File: src/rtl/keypad_scanner_if.sv
// Matrix-side and result-side signals of the keypad scanner. The scanner is the master;
// the matrix model/debouncer side is the slave.
interface keypad_scanner_if #(
  parameter int ROWS = 2,
  parameter int COLS = 4
);
  logic [COLS-1:0] columns;
  logic [ROWS-1:0] rows;
  logic [4:0]      information;
  logic            frameDone;

  modport master (
    input  columns,
    output rows,
    output information,
    output frameDone
  );

  modport slave (
    output columns,
    input  rows,
    input  information,
    input  frameDone
  );
endinterface

File: src/rtl/keypad_scanner.sv
// Scans a ROWS x COLS passive key matrix one row at a time and publishes a
// ghost-rejected {pressed, 0, index} word once per frame.
module keypad_scanner #(
  parameter int ROWS   = 2,
  parameter int COLS   = 4,
  parameter int SETTLE = 3
) (
  input  logic             newClock,
  input  logic             reset,
  keypad_scanner_if.master bus
);

  localparam int RW = (ROWS > 1) ? $clog2(ROWS) : 1;
  localparam int SW = $clog2(SETTLE);

  typedef enum logic [1:0] {S_IDLE, S_SETTLE, S_SAMPLE} state_t;

  state_t          state, state_next;
  logic [COLS-1:0] csync1, csync2;
  logic [RW-1:0]   row_cnt, row_next;
  logic [SW-1:0]   settle_cnt, settle_next;
  logic [ROWS-1:0] rows_q, rows_next;
  logic [1:0]      hits, hits_next, frame_hits;
  logic [2:0]      first_idx, idx_next, frame_idx;
  logic [4:0]      info_q, info_next;
  logic            done_q, done_next;

  // Columns idle high, so the synchroniser resets to "no key" rather than a phantom press.
  always_ff @(posedge newClock or posedge reset) begin
    if (reset) begin
      csync1 <= '1;
      csync2 <= '1;
    end else begin
      csync1 <= bus.columns;
      csync2 <= csync1;
    end
  end

  always_ff @(posedge newClock or posedge reset) begin
    if (reset) begin
      state      <= S_IDLE;
      row_cnt    <= '0;
      settle_cnt <= '0;
      rows_q     <= '1;
      hits       <= '0;
      first_idx  <= '0;
      info_q     <= '0;
      done_q     <= 1'b0;
    end else begin
      state      <= state_next;
      row_cnt    <= row_next;
      settle_cnt <= settle_next;
      rows_q     <= rows_next;
      hits       <= hits_next;
      first_idx  <= idx_next;
      info_q     <= info_next;
      done_q     <= done_next;
    end
  end

  always_comb begin
    state_next  = state;
    row_next    = row_cnt;
    settle_next = settle_cnt;
    rows_next   = rows_q;
    hits_next   = hits;
    idx_next    = first_idx;
    info_next   = info_q;
    done_next   = 1'b0;
    frame_hits  = hits;
    frame_idx   = first_idx;

    case (state)
      S_IDLE: begin
        state_next  = S_SETTLE;
        row_next    = '0;
        settle_next = '0;
        rows_next   = ~(ROWS'(1));
      end

      S_SETTLE: begin
        if (settle_cnt == SW'(SETTLE - 1)) begin
          state_next = S_SAMPLE;
        end else begin
          settle_next = settle_cnt + 1'b1;
        end
      end

      S_SAMPLE: begin
        // Count saturates at 2: anything beyond one hit is already a ghost.
        for (int c = 0; c < COLS; c++) begin
          if (!csync2[c]) begin
            if (frame_hits == 2'd0) begin
              frame_idx = 3'(int'(row_cnt) * COLS + c);
            end
            if (frame_hits != 2'd2) begin
              frame_hits = frame_hits + 2'd1;
            end
          end
        end
        state_next  = S_SETTLE;
        settle_next = '0;
        if (row_cnt == RW'(ROWS - 1)) begin
          row_next  = '0;
          info_next = (frame_hits == 2'd1) ? {2'b10, frame_idx} : 5'b00000;
          done_next = 1'b1;
          hits_next = '0;
          idx_next  = '0;
        end else begin
          row_next  = row_cnt + 1'b1;
          hits_next = frame_hits;
          idx_next  = frame_idx;
        end
        rows_next = ~(ROWS'(1) << row_next);
      end

      default: begin
        state_next = S_IDLE;
      end
    endcase
  end

  assign bus.rows        = rows_q;
  assign bus.information = info_q;
  assign bus.frameDone   = done_q;

endmodule

File: src/flat_wrapper.sv
// flat-port wrapper written by rule: the top's interface ports become plain ports
module keypad_scanner_flat 
#(
  parameter int ROWS   = 2,
  parameter int COLS   = 4,
  parameter int SETTLE = 3
)
  (newClock, reset, bus_columns, bus_rows, bus_information, bus_frameDone);
  keypad_scanner_if #(.ROWS(ROWS), .COLS(COLS)) bus_i ();
  input  logic newClock;
  input  logic reset;
  input wire logic [$bits(bus_i.columns)-1:0] bus_columns;
  output wire logic [$bits(bus_i.rows)-1:0] bus_rows;
  output wire logic [$bits(bus_i.information)-1:0] bus_information;
  output wire logic [$bits(bus_i.frameDone)-1:0] bus_frameDone;
  assign bus_i.columns = bus_columns;
  assign bus_rows = bus_i.rows;
  assign bus_information = bus_i.information;
  assign bus_frameDone = bus_i.frameDone;
  keypad_scanner #(.ROWS(ROWS), .COLS(COLS), .SETTLE(SETTLE)) u_core (.newClock(newClock), .reset(reset), .bus(bus_i));
endmodule
File: config.mk
export PLATFORM = sky130hd
export DESIGN_NAME = keypad_scanner_flat
export DESIGN_NICKNAME = d
export VERILOG_FILES = /design/src/rtl/keypad_scanner_if.sv /design/src/rtl/keypad_scanner.sv /design/src/flat_wrapper.sv
export SDC_FILE = /design/constraint.sdc
export NUM_CORES = 1
export LEC_CHECK = 0
export CAP_MARGIN = 20
export CORE_MARGIN = 2
export CORE_UTILIZATION = 45
export CTS_CLUSTER_DIAMETER = 200
export CTS_CLUSTER_SIZE = 8
export DETAILED_ROUTE_END_ITERATION = 8
export PLACE_DENSITY = 0.76
export SLEW_MARGIN = 0
export SYNTH_ARGS = -nofsm -noshare
export SYNTH_HDL_FRONTEND = slang
export SYNTH_SLANG_ARGS = --single-unit
File: constraint.sdc
create_clock -name newClock -period 3.3 [get_ports newClock]
set_clock_uncertainty 0.2 [all_clocks]
set_input_delay 0.495 -clock newClock [delete_from_list [all_inputs] [get_ports newClock]]
set_output_delay 0.495 -clock newClock [all_outputs]
set_load 0.005 [all_outputs]
==> metrics <==
Final #Nets 147; die height 58.2 um; critical path buffer and inverter count 1; total gr overflow 0; Post-Synthesis Cell Area 0.00132 mm2; VDD IR-drop max 0.262 mV; gp weighted congestion 0.935; Hold Crit Class reg -> reg; fraction of layout cells with a size suffix above 1 13.9%; CP delay by family, top simple AND/OR/NAND/NOR gates; largest net degree at the start of global routing 26; Hold Crit Start u_core.csync1[3]; switching power share of the total 24.1%; combinational share of power 13.1%; die width 58.2 um; first-pass GRT wire length 4.49 mm; flop2flop setup slack 0.65 ns; yosys warns 0; number of distinct library cells after synthesis 45; HPWL after detailed placement 1.76 mm; Residual DRC 0; critical path class reg -> reg; worst hold path depth 0; P per Cell Area 364 mW/mm2; clk root buf clkbuf_4; via count 993; CTS Buf Count 3; Worst setup SP type flip-flop; Tightest Pin Transition 0.898 ns; cell chain of the critical path inv_1, ha_1, mux2i_1, a21oi_1, or4_4, o41ai_1; number of global-route vias before repair 983; commonest non-fill, non-tap cells in the layout dfrtp_1 (15), clkdlybuf4s50_1 (12), nand2_1 (11), dfstp_2 (10), a21oi_1 (8); Post-DRT Antenna Nets 0; commonest non-fill, non-tap cell in the layout dfrtp_1; fmax 0.378 GHz; Die ar. 0.00338 mm2; ys async rst share 100%; main flop type after synthesis dfrtp_1; TritonCTS clock tree built; CP Max Fanout 8; Port Buffers 12; max-cap viol count 0; clk buf depth 2; Skew-Pair Late Insertion Delay 0.31 ns; H-tree depth 1; area of the core 0.00278 mm2; setup_tns 0 ns; site row count 19; leak pwr 0.625 nW; CTS sink cnt 25; reg2reg start u_core.hits[0]; hold endpoint u_core.csync2[3]; Post-Syn Nets 137; clock share of power 24.3%; Final Cell Area 0.00147 mm2; WL/cell 14.6 um; min Tclk post-route 2.65 ns; outcome completed; Post-CTS Hold Fix Bufs 0; Slowest-stage cell, CP or4_4; period utilization 80.2%; Reg2Reg Depth 6; RSZ-0062 raised after global routing no; sequential fraction of the synthesis area 48.3%; 1st-iter DRT viols 51; syn_area_per_cell 10.3 um2; critical path arrival 2.65 ns; #FFs+latches synth 25; setup bufs post-CTS 0; IO Count 14; antenna violations before repair 0; Sequential Power Share 62.6%; Largest stage delay, worst path 0.54 ns; relative slew slack 40.1%; internal power 405 uW; Placement Cell Area 0.00144 mm2; Post-synth EDFFs 0; CP Capture Type flip-flop; Reg-to-Reg End u_core.bus.information[1]; post-CTS sizing 0; area grow syn2layout 11.1%; final slew viol count 0; Via density 5.91; n_diodes 0; Initial Utilization 47.5%; Net Sw Power 128 uW; Hold Slack 0.164 ns; required time of the critical path 3.30 ns; final WL 2.45 mm; final hold violations 0; clock-pin slew on the worst setup and hold paths 0.13 ns; fill count 252; Cells after Synth 128; drt pass-1 iters 4; final setup fails 0; GRT Util Overall 17.2%
==> synthesized netlist by cell type (2+ instances only) <==
library cell | number | area, um2
o21a_1 | 2 | 15.0
inv_1 | 7 | 26.3
a21o_1 | 2 | 15.0
nor2_1 | 6 | 22.5
nand2b_1 | 2 | 12.5
dfrtp_1 | 15 | 375
nand2_1 | 11 | 41.3
a21boi_1 | 2 | 15.0
nor3_1 | 4 | 20.0
a211oi_1 | 2 | 15.0
o41ai_1 | 3 | 26.3
clkbuf_1 | 4 | 15.0
o21ai_1 | 2 | 10.0
dfstp_2 | 10 | 263
ha_1 | 3 | 37.5
mux2_4 | 3 | 45.0
o31ai_1 | 4 | 30.0
or3_1 | 3 | 18.8
a21oi_1 | 8 | 40.0
mux2i_1 | 2 | 20.0
o21ai_0 | 7 | 35.0
nand3_1 | 3 | 15.0
==> layout make-up <==
cell class / count / area (um2) / area share [%]
Sequential cell: 25 / 638 / 43.5
Inverter: 7 / 26.3 / 1.79
Tap cell: 31 / 38.8 / 2.65
Clock buffer: 4 / 26.3 / 1.79
Timing Repair Buffer: 12 / 120 / 8.19
Multi-Input combinational cell: 89 / 617 / 42.1
==> worst reg2reg max path: stages (launching register included) <==
cell,delay (ns)
dfrtp_1,0.48
inv_1,0.10
ha_1,0.31
mux2i_1,0.42
a21oi_1,0.09
or4_4,0.54
o41ai_1,0.41
==> worst max-delay path by stage <==
| stage | cells after the start | end | slack [ns] | startpoint |
|---|---|---|---|---|
| 6_report | 6 | u_core.bus.information[1] | 0.65 | u_core.hits[0] |
| 5_1_grt | 6 | u_core.bus.information[1] | 0.47 | u_core.hits[0] |
| 4_1_cts | 6 | u_core.bus.information[1] | 0.66 | u_core.hits[0] |
| 3_5_place_dp | 6 | u_core.bus.information[1] | 0.69 | u_core.hits[0] |
| 3_3_place_gp | 7 | u_core.first_idx[1] | 0.79 | u_core.hits[0] |
| 2_1_floorplan | 7 | u_core.bus.information[0] | 0.93 | u_core.hits[0] |
==> state kept, by name (all words and copies together) (netlist names), 2 cells and up <==
name / flops
u_core.bus.information: 4
u_core.csync2: 4
u_core.bus.rows: 2
u_core.settle_cnt: 2
u_core.hits: 2
u_core.first_idx: 3
u_core.state: 2
u_core.csync1: 4
==> stage by stage <==
| step | setup slack [ns] | std cells | utilization [%] | total power [mW] |
|---|---|---|---|---|
| final | 0.652 | 168 | 52.7 | 0.534 |
| after detailed placement | 0.689 | 164 | 51.8 | 0.410 |
| after floorplan | 0.935 | 128 | - | 0.382 |
| after CTS | 0.660 | 168 | 52.7 | 0.541 |
| after global routing | 0.471 | 168 | 52.7 | 0.566 |
| after global placement | 0.787 | 164 | 51.8 | 0.407 |
==> cells by family (layout without fill, tap and decap cells) <==
group           after synthesis  count (layout)  share of synthesized area (%)
compound gates               41              41                           21.4
xor+xnor                      1               1                          0.664
fa+ha+maj                     4               4                           3.60
buf+inv                      14              23                           4.93
flops                        25              25                           48.3
mux                           6               6                           6.63
other cells                   1               1                          0.284
simple gates                 36              36                           14.1
==> power groups by stage <==
stage               Sequential [mW]  Combinational, mW  Clock [mW]
global route                  0.336             0.0785       0.152
floorplan                     0.334             0.0488           0
CTS                           0.334             0.0706       0.137
global placement              0.339             0.0684           0
finish                        0.334             0.0700       0.130
detailed placement            0.339             0.0703           0
==> layer usage <==
metal,GRT usage [%],part of all wire (%),vias to the layer above,routed length (um)
met5,0,0,-,0
met4,8.97,1.1,0,27
met2,25.3,48,27,1180
met3,2.68,4.0,4,98
met1,24.6,47,475,1140
li1,-,-,487,-
Note: power is estimated with default switching activity, not from simulation.
